[config.mk]
export PLATFORM = sky130hd
export DESIGN_NAME = tdm_demux_check
export DESIGN_NICKNAME = d
export VERILOG_FILES = /design/src/rtl/tdm_demux_check.sv
export SDC_FILE = /design/constraint.sdc
export NUM_CORES = 1
export LEC_CHECK = 0
export ABC_AREA = 1
export CAP_MARGIN = 15
export CORE_MARGIN = 5
export CORE_UTILIZATION = 45
export DETAILED_ROUTE_END_ITERATION = 7
export PLACE_DENSITY = 0.78
export SLEW_MARGIN = 0
export SYNTH_ARGS = -nofsm -noshare
export SYNTH_HDL_FRONTEND = slang
export SYNTH_SLANG_ARGS = --single-unit
export TNS_END_PERCENT = 10
[constraint.sdc]
create_clock -name clk -period 3.71 [get_ports clk]
set_input_delay 0.371 -clock clk [delete_from_list [all_inputs] [get_ports clk]]
set_output_delay 0.371 -clock clk [all_outputs]
set_load 0.03 [all_outputs]
[src/rtl/tdm_demux_check.sv]
// tdm_demux_check: splits a two-slot TDM stream into (A, B) pairs, checks A/B complement and
// framing, and counts errors with a saturating counter.
module tdm_demux_check #(
    parameter int ERR_CNT_W = 8
) (
    input  logic                 clk,
    input  logic                 rst_n,
    input  logic                 z,
    input  logic                 in_valid,
    input  logic                 sync,
    input  logic                 out_ready,
    output logic                 sel,
    output logic                 a_out,
    output logic                 b_out,
    output logic                 out_valid,
    output logic                 err,
    output logic [ERR_CNT_W-1:0] err_cnt,
    output logic                 overflow
);
    typedef enum logic [1:0] {HUNT, SLOT_A, SLOT_B} state_t;
    state_t state, state_nx;
    logic pend_a, take_a, complete, misalign, load, drop, err_ev;
    always_ff @(posedge clk or negedge rst_n) begin
        if (!rst_n) state <= HUNT;
        else        state <= state_nx;
    end
    always_comb begin
        state_nx = state;
        if (in_valid)
            case (state)
                HUNT:    state_nx = sync ? SLOT_B : HUNT;
                SLOT_A:  state_nx = SLOT_B;
                SLOT_B:  state_nx = sync ? SLOT_B : SLOT_A;
                default: state_nx = HUNT;
            endcase
    end
    // A sync inside SLOT_B restarts the frame, so any sync sample is taken as a fresh A.
    always_comb begin
        sel      = state != SLOT_B;
        take_a   = in_valid && (state == SLOT_A || sync);
        complete = in_valid && state == SLOT_B && !sync;
        misalign = in_valid && state == SLOT_B && sync;
        load     = complete && (!out_valid || out_ready);
        drop     = complete && out_valid && !out_ready;
        err_ev   = misalign || (load && pend_a == z);
    end
    always_ff @(posedge clk or negedge rst_n) begin
        if (!rst_n) begin
            pend_a    <= 1'b0;
            a_out     <= 1'b0;
            b_out     <= 1'b0;
            out_valid <= 1'b0;
            overflow  <= 1'b0;
            err       <= 1'b0;
            err_cnt   <= '0;
        end else begin
            if (take_a) pend_a <= z;
            if (load) begin
                a_out <= pend_a;
                b_out <= z;
            end
            out_valid <= load || (out_valid && !out_ready);
            overflow  <= overflow || drop;
            err       <= err_ev;
            if (err_ev && err_cnt != '1) err_cnt <= err_cnt + 1'b1;
        end
    end
endmodule

Word level (Yosys, flattened, before mapping)
Index checks and enable logic that the tools add are counted.
{"block": "totals", "out_inout_bits": 14, "input_bits": 6, "register_bits": 16}
{"block": "classes", "reduce_logical": 19, "n_eq_ne": 5, "muxes": 3, "add_sub_neg": 1}
{"cell": "logical AND 1 bit", "count": 10}
{"cell": "adder 8 x 1 -> 8 bit, second input constant", "count": 1}
{"cell": "inequality test 8 bit, second input constant", "count": 1}
{"cell": "case mux 2 bit (3 select lines)", "count": 1}
{"cell": "logical OR 1 bit", "count": 5}
{"cell": "two-way mux 2 bit", "count": 2}
{"cell": "logical NOT 1 bit", "count": 3}
{"cell": "equality test 2 x 1 -> 1 bit, second input constant", "count": 1}
{"cell": "equality test 2 bit, second input constant", "count": 1}
{"cell": "logical NOT 2 bit", "count": 1}
{"cell": "inequality test 2 bit, second input constant", "count": 1}
{"cell": "equality test 1 bit", "count": 1}

Logic depth before layout (Yosys ltp)
Gate-level depths: netlist (run 1).
{"block": "logic_depth", "ltp_word": 7, "mapped_depth": 8, "ltp_nobuf": 8}

Worst setup path before layout (run 1)
OpenSTA, ideal clock, no wires.
{"block": "synth_timing", "path_type": "register -> register", "from": "register err_cnt[0]", "to": "register err_cnt[3]", "setup_ns": 0.118, "setup_slack_ns": 2.330, "t_arrival_ns": 1.263, "period_less_slack_ns": 1.380, "n_path_buf": 0, "stages_incl_launch_ff": 8, "cell_sequence": "dfrtp_1 ha_1 nand3_2 inv_2 nand2_4 nand3_4 nand2_1 nand2_1"}
{"block": "synth_via", "elab_chain_cells": 2, "elab_cells_between_ends": 3, "cone_classes": "1 x add/sub; 1 x eq/ne; 1 x reduce/logical"}
{"element": "from (decl)", "line": "17", "source": "output logic [ERR_CNT_W-1:0] err_cnt,"}
{"element": "from (signal assigned)", "line": "65", "source": "if (err_ev && err_cnt != '1) err_cnt <= err_cnt + 1'b1;"}
{"element": "parallel branches: the longest is 2 deep, another holds adder 8 x 1 -> 8 bit"}
Several ways; the timed one is not identified.
A chain may end at the register's enable or synchronous reset.

Worst setup path in the final report (run 1)
{"block": "layout_timing", "from": "register state[1]", "to": "output sel"}
{"block": "layout_via", "elab_chain_cells": 1}
{"element": "from (decl)", "line": "21", "source": "state_t state, state_nx;"}
{"element": "from (signal assigned)", "line": "25", "source": "else state <= state_nx;"}
{"element": "inequality test 2 bit", "line": "39", "source": "sel = state != SLOT_B;"}
{"element": "to (decl)", "line": "12", "source": "output logic sel,"}
Every way passes these cells.

==> impl_results.md, run 1 <==
* Seq. cell area at 400 um^2
* Synth unique cells at 23
* Placed cell count at 153
* Clock slew at the register clock pins of the worst setup and hold paths at 0.09 ns
* Multi-input logic area at 427 um^2
* Shortest period the worst path allows at 1.86 ns
* Final setup fails at 0
* Maximum level of the CTS H-tree at 1
* TritonCTS clock tree: built
* Xor/xnor share of the synthesized area at around 3%
* Unrepaired setup endpoints after global routing: no
* Final cell count without fillers at 157
* Count of synthesis-stage warnings from yosys at 0
* Final core utilization at 59.6%
* Aggregate routed wire length at ~1800 um
* Die Area at 2960 um^2
* Post-CTS Setup Bufs at 0
* Number of vias per cell after detailed routing at between 4 and 5
* Largest net degree at the start of global routing at 17
* Leading cell types by total area after synthesis: sky130_fd_sc_hd__dfrtp_1 45%, sky130_fd_sc_hd__nand2_1 16%, sky130_fd_sc_hd__inv_1 4.7%, sky130_fd_sc_hd__nand3_1 3.4%, sky130_fd_sc_hd__xor2_1 3.0%
* Later-pin clock latency in the skew report at 0.28 ns
* Die outline width at between 50 and 60 um
* PostCTS Resize Cnt at 0
* Half-perimeter wire length after placement at about 1400 um
* Number of nets in the final layout at 138
* Total vias in the final route at roughly 730
* Total of buffers placed on input and output ports at 19
* Mux contribution to synthesized area at 0%
* Share of synthesized cell area in and, or, nand and nor gates at between 30% and 40%
* Setup crit start kind: flip-flop
* Worst-path fanout max at 2
* Antenna violations before repair at 0
* Hold-fix buffers, CTS at 0
* Gr ovfl total at 0
* Remaining antenna violation count at 0
* Cell area after synthesis at 886 um^2
* Average size of a mapped cell at 8.28 um^2
* Final Hold Vio Count at 0
* Data required time at the worst endpoint at 3.34 ns
* Compound-Gate Fraction of Synth Area at 7.20%
* Critical path data arrival time at 1.49 ns
* Buffer levels on the longest clock path at 2
* Area after DPL at approximately 1100 um^2
* Top cell type by total area after synthesis: sky130_fd_sc_hd__dfrtp_1
* Gate count after technology mapping at ~110
* Detail-routed net length per standard cell at 11.2 um
* Worst setup skew after layout at 0.00133 ns
* Number of clock buffers inserted by TritonCTS at 3
* Relative area change from synthesis to final layout at 29.4%
* Number of placed I/O pins at 20
* Kind of end point of the critical path: primary output
* Dpl ws at a little over 2 ns
* Ratio of total power to cell area at 531 nW/um^2
* Arithmetic-cell share of the synthesized area counting full adders, half adders and majority gates at 1.41%
* Worst slew slack as a fraction of its limit at 51.4%
* Diodes inserted at 0
* Library cell used as clock root buffer: sky130_fd_sc_hd__clkbuf_4
* Setup TNS at 0 ns
* Global placer's final weighted congestion at about 0.78
* Leakage power summed over all cells at 0.565 nW
* Setup slack after layout at 1.85 ns
* Core region area at 1920 um^2
* Largest vdd supply drop at 0.323 mV
* Row count at 16
* Max_cap viols at 0
* Final non-filler cell area at between 1000 and 1500 um^2
* Sequential area share after synthesis at 45.2%
* Vias in the first global route at 680
* Ratio of cells with drive above 1 in the final layout at 14.6%
* Tightest Hold Check Type: reg -> reg
* Result of the run: finished clean
* Violation count after the first detailed-routing iteration at 9
* Syn nets at 114
* Fill count at between 150 and 200
* Starting density of the core at 46.1%
* Final count of pins violating max slew at 0
* Number of iterations in the first detailed-routing pass at 4
* Highest clock rate at 537 MHz
* Yosys reg bits at 16
* Startpoint-to-endpoint class of the critical path: reg -> out
* Proportion of netlist area held by the largest area contributor at 45.2%
* Combinational family with the most area after synthesis: simple AND/OR/NAND/NOR gates
* Global-route wire length before repair at 2970 um
* Overall global routing resource usage at 14.3%
* Final clock period utilization by the worst path at 50.2%
* # DRC at 0
* Number of sinks on the clock net at 16
* Die height at 54.4 um
* Measured slew at the worst slew-check pin at 0.727 ns
[state kept, by name (all words and copies together), names as in the netlist]
| register | flops |
|---|---|
| overflow | 1 |
| out_valid | 1 |
| state | 2 |
| err_cnt | 8 |
| b_out | 1 |
| err | 1 |
| a_out | 1 |
| pend_a | 1 |
[metrics by stage]
| step | hold slack, ns | total power (W) |
|---|---|---|
| final | 0.482 | 0.000608 |
| after global routing | 0.517 | 0.000651 |
| after CTS | 0.487 | 0.000618 |
| after detailed placement | 0.465 | 0.000499 |
| after global placement | 0.469 | 0.000494 |
| after floorplan | 0.0754 | 0.000399 |
[cell usage after synthesis, drive strengths merged]
| master | instances |
|---|---|
| o21ai | 7 |
| ha | 1 |
| dfrtp | 16 |
| nand3 | 8 |
| inv | 15 |
| o21bai | 1 |
| nand2 | 42 |
| a21oi | 2 |
| xor2 | 3 |
| nand4 | 3 |
| nand3b | 2 |
| nor2 | 7 |
[metal layers]
metal	global-route usage (%)	wire (um)	up-vias
li1	-	-	384
met1	18.2	817	326
met2	21.9	844	12
met3	2.18	56	4
met4	9.96	42	0
met5	0	0	-
[worst paths after layout]
path,slack (ns),to,startpoint,cells past startpoint
max,1.85,sel,state[1],2
min,0.48,overflow,overflow,1
max reg2reg,2.35,err_cnt[6],err_cnt[0],7
min reg2reg,0.48,overflow,overflow,1
max in group asynchronous,2.74,state[0],rst_n,1
min in group asynchronous,0.51,overflow,rst_n,1
[power by group]
group          internal (W)  leakage [nW]  switching [W]
registers          0.000210         0.210      0.0000381
clock network     0.0000597        0.0210      0.0000547
logic             0.0000985         0.335       0.000147
total              0.000368         0.565       0.000240
[placed cells by master, fill, tap and decap left out, types with 3 or more instances in the layout]
cell type                          n
sky130_fd_sc_hd__nand3_1           6
sky130_fd_sc_hd__o21ai_0           5
sky130_fd_sc_hd__inv_1            11
sky130_fd_sc_hd__nand2_1          38
sky130_fd_sc_hd__nand4_1           3
sky130_fd_sc_hd__clkbuf_4          3
sky130_fd_sc_hd__xor2_1            3
sky130_fd_sc_hd__nor2_1            3
sky130_fd_sc_hd__inv_2             3
sky130_fd_sc_hd__clkdlybuf4s50_1  19
sky130_fd_sc_hd__dfrtp_1          16
[logic make-up after synthesis]
kind of cell	count (synthesis)
AOI/OAI and AO/OA	10
and+or+nand+nor	62
buffers and inverters	15
adders and majority gates	1
DFF	16
xor gates and xnor gates	3
[cell type report]
class | count | area share (%)
Multi-Input combinational cell | 76 | 37.2
Inverter | 15 | 5.13
Clock buffer | 4 | 3.17
Timing Repair Buffer | 19 | 16.6
Sequential cell | 16 | 34.9
Tap cell | 27 | 2.95
[worst max-delay path, stage by stage (launching register included)]
cell	delay [ns]
sky130_fd_sc_hd__dfrtp_1	0.42
sky130_fd_sc_hd__nand2_4	0.11
sky130_fd_sc_hd__clkdlybuf4s50_1	0.68
Power figures use the tool's default switching activity.
==> run 2: changes to the inputs <==
--- a/config.mk
+++ b/config.mk
@@ -8,7 +8,7 @@
 export ABC_AREA = 1
 export CAP_MARGIN = 15
 export CORE_MARGIN = 5
-export CORE_UTILIZATION = 45
+export CORE_UTILIZATION = 43
 export DETAILED_ROUTE_END_ITERATION = 7
 export PLACE_DENSITY = 0.78
 export SLEW_MARGIN = 0
==> constraint.sdc (replaced) <==
create_clock -name clk -period 1.7 [get_ports clk]
set_input_delay 0.17 -clock clk [delete_from_list [all_inputs] [get_ports clk]]
set_output_delay 0.17 -clock clk [all_outputs]
set_load 0.03 [all_outputs]
==> impl_results.md, run 2 (synthesis gave the netlist of run 1 again) <==
* Result of the run: finished clean
* Aggregate routed wire length at 1860 um
* Starting density of the core at between 40% and 50%
* Vias in the first global route at 763
* Data required time at the worst endpoint at 1.53 ns
* Worst-path fanout max at 6
* Commonest cells after routing, fill and taps aside: 38 x sky130_fd_sc_hd__nand2_1, 17 x sky130_fd_sc_hd__clkdlybuf4s50_1, 16 x sky130_fd_sc_hd__dfrtp_1
* Library cell used as clock root buffer: sky130_fd_sc_hd__clkbuf_4
* Highest clock rate at 614 MHz
* Total of buffers placed on input and output ports at 19
* Number of nets in the final layout at 139
* Sequential fraction of design power at just over 40%
* Leakage power summed over all cells at around 0.59 nW
* Number of vias per cell after detailed routing at 4.85
* Largest register FFs at 8
* Number of placed I/O pins at 20
* Cell-by-cell listing of the critical path: clkdlybuf4s50_1
* Shortest period the worst path allows at 1.63 ns
* Flop2flop setup slack at 0.30 ns
* Worst slew slack as a fraction of its limit at approximately four fifths
* Core region area at approximately 2000 um^2
* Final clock period utilization by the worst path at a little over nine tenths
* Final core utilization at 59.1%
* Net switching fraction of the power at 39.7%
* Proportion of power drawn by combinational gates at between 40% and 50%
* Largest incremental delay on the critical path at 0.71 ns
* Relative area change from synthesis to final layout at 30.8%
* Die height at 55.4 um
* Biggest registers after layout: err_cnt x8, state x2
* Overall global routing resource usage at 12.8%
* Die Area at 3070 um^2
* Most common cell after layout, fill and taps aside: sky130_fd_sc_hd__nand2_1
* Fill count at 187
* Global-route wire length before repair at 3170 um
* Number of clock buffers inserted by TritonCTS at 3
* Kind of end point of the critical path: primary output
* Setup TNS at 0 ns
* Cell-internal power at a little over 0.0008 W
* Max_cap viols at 0
* Final Hold Vio Count at 0
* Number of sinks on the clock net at 16
* TritonCTS clock tree: built
* Seq. cell area at 400 um^2
* Final Power at 0.00133 W
* Total vias in the final route at 766
* Detail-routed net length per standard cell at 11.8 um
* Top reg by flops: err_cnt
* # DRC at 0
* Largest vdd supply drop at 0.695 mV
* Cell type group with the largest total delay on the critical path: buffers and inverters
* Tightest Hold Check Type: in -> async
* Half-perimeter wire length after placement at 1440 um
* Largest net degree at the start of global routing at 17
* Multi-input logic area at 427 um^2
* Maximum level of the CTS H-tree at 1
* Later-pin clock latency in the skew report at 0.29 ns
* Worst setup skew after layout at 0.00180 ns
* Ratio of cells with drive above 1 in the final layout at between 15 and 20%
* Die outline width at 55.4 um
* Final setup fails at 0
* Final count of pins violating max slew at 0
* Unrepaired setup endpoints after global routing: no
* Number of iterations in the first detailed-routing pass at 4
* Post-CTS Setup Bufs at 0
* Crit-path slowest cell: sky130_fd_sc_hd__clkdlybuf4s50_1
* Antenna violations before repair at 0
* Violation count after the first detailed-routing iteration at 10
* Row count at 16
* Total buffers and inverters traversed by the critical path at 1
* Setup crit start kind: flip-flop
* Global placer's final weighted congestion at between 0.8 and 0.9
* Startpoint-to-endpoint class of the critical path: reg -> out
* Critical path data arrival time at 1.46 ns
* Gr ovfl total at 0
* Diodes inserted at 0
* Fraction of power consumed by the clock network at 18.9%
* Clock slew at the register clock pins of the worst setup and hold paths at 0.09 ns
* Total net switching power at ~0.00053 W
* Remaining antenna violation count at 0
* Buffer levels on the longest clock path at 2
* Measured slew at the worst slew-check pin at 0.317 ns
* Ratio of total power to cell area at 1150 nW/um^2
==> run 2: worst paths after layout <==
check	endpoint	from	cells past startpoint
max in group asynchronous	err_cnt[0]	rst_n	2
worst max register to register	err_cnt[0]	err_cnt[0]	7
worst min register to register	overflow	overflow	1
worst max-delay path	err_cnt[2]	err_cnt[2]	1
worst min-delay path	overflow	rst_n	2
min in group clk	overflow	overflow	1
==> run 2: stage by stage <==
step | worst slack [ns] | hold WS, ns | cell area [um^2] | instances
2_1_floorplan | 0.320 | -0.126 | 886 | 107
3_3_place_gp | 0.255 | 0.461 | 1120 | 154
3_5_place_dp | 0.228 | 0.466 | 1120 | 154
4_1_cts | 0.0310 | 0.188 | 1150 | 158
5_1_grt | 0.0166 | 0.204 | 1160 | 158
6_report | 0.0702 | 0.185 | 1160 | 158
==> run 2: repair_timing <==
action,in CTS,in global routing
hold buffers,0,0
endpoints found under the setup margin,0,2
resized for setup,0,2
==> run 2: final cells by class <==
cell class	instances	area share [%]
multi-input combinational	76	36.8
sequential	16	34.6
clock buffer	4	3.13
inverter	15	5.08
tap	27	2.92
timing repair buffer	20	17.5
==> run 2: power groups by stage <==
stage / combinational (W) / clock (W) / sequential (W)
finish: 0.000537 / 0.000252 / 0.000544
CTS: 0.000545 / 0.000258 / 0.000544
floorplan: 0.000192 / 0 / 0.000678
global route: 0.000576 / 0.000276 / 0.000554
global placement: 0.000539 / 0 / 0.000547
detailed placement: 0.000541 / 0 / 0.000552
==> run 2: routing by layer <==
metal	up-vias	global-route usage [%]	wire length (um)
met1	349	14.5	852
met2	18	22.6	905
li1	390	-	-
met5	-	0	0
met4	0	7.29	57
met3	9	1.86	43
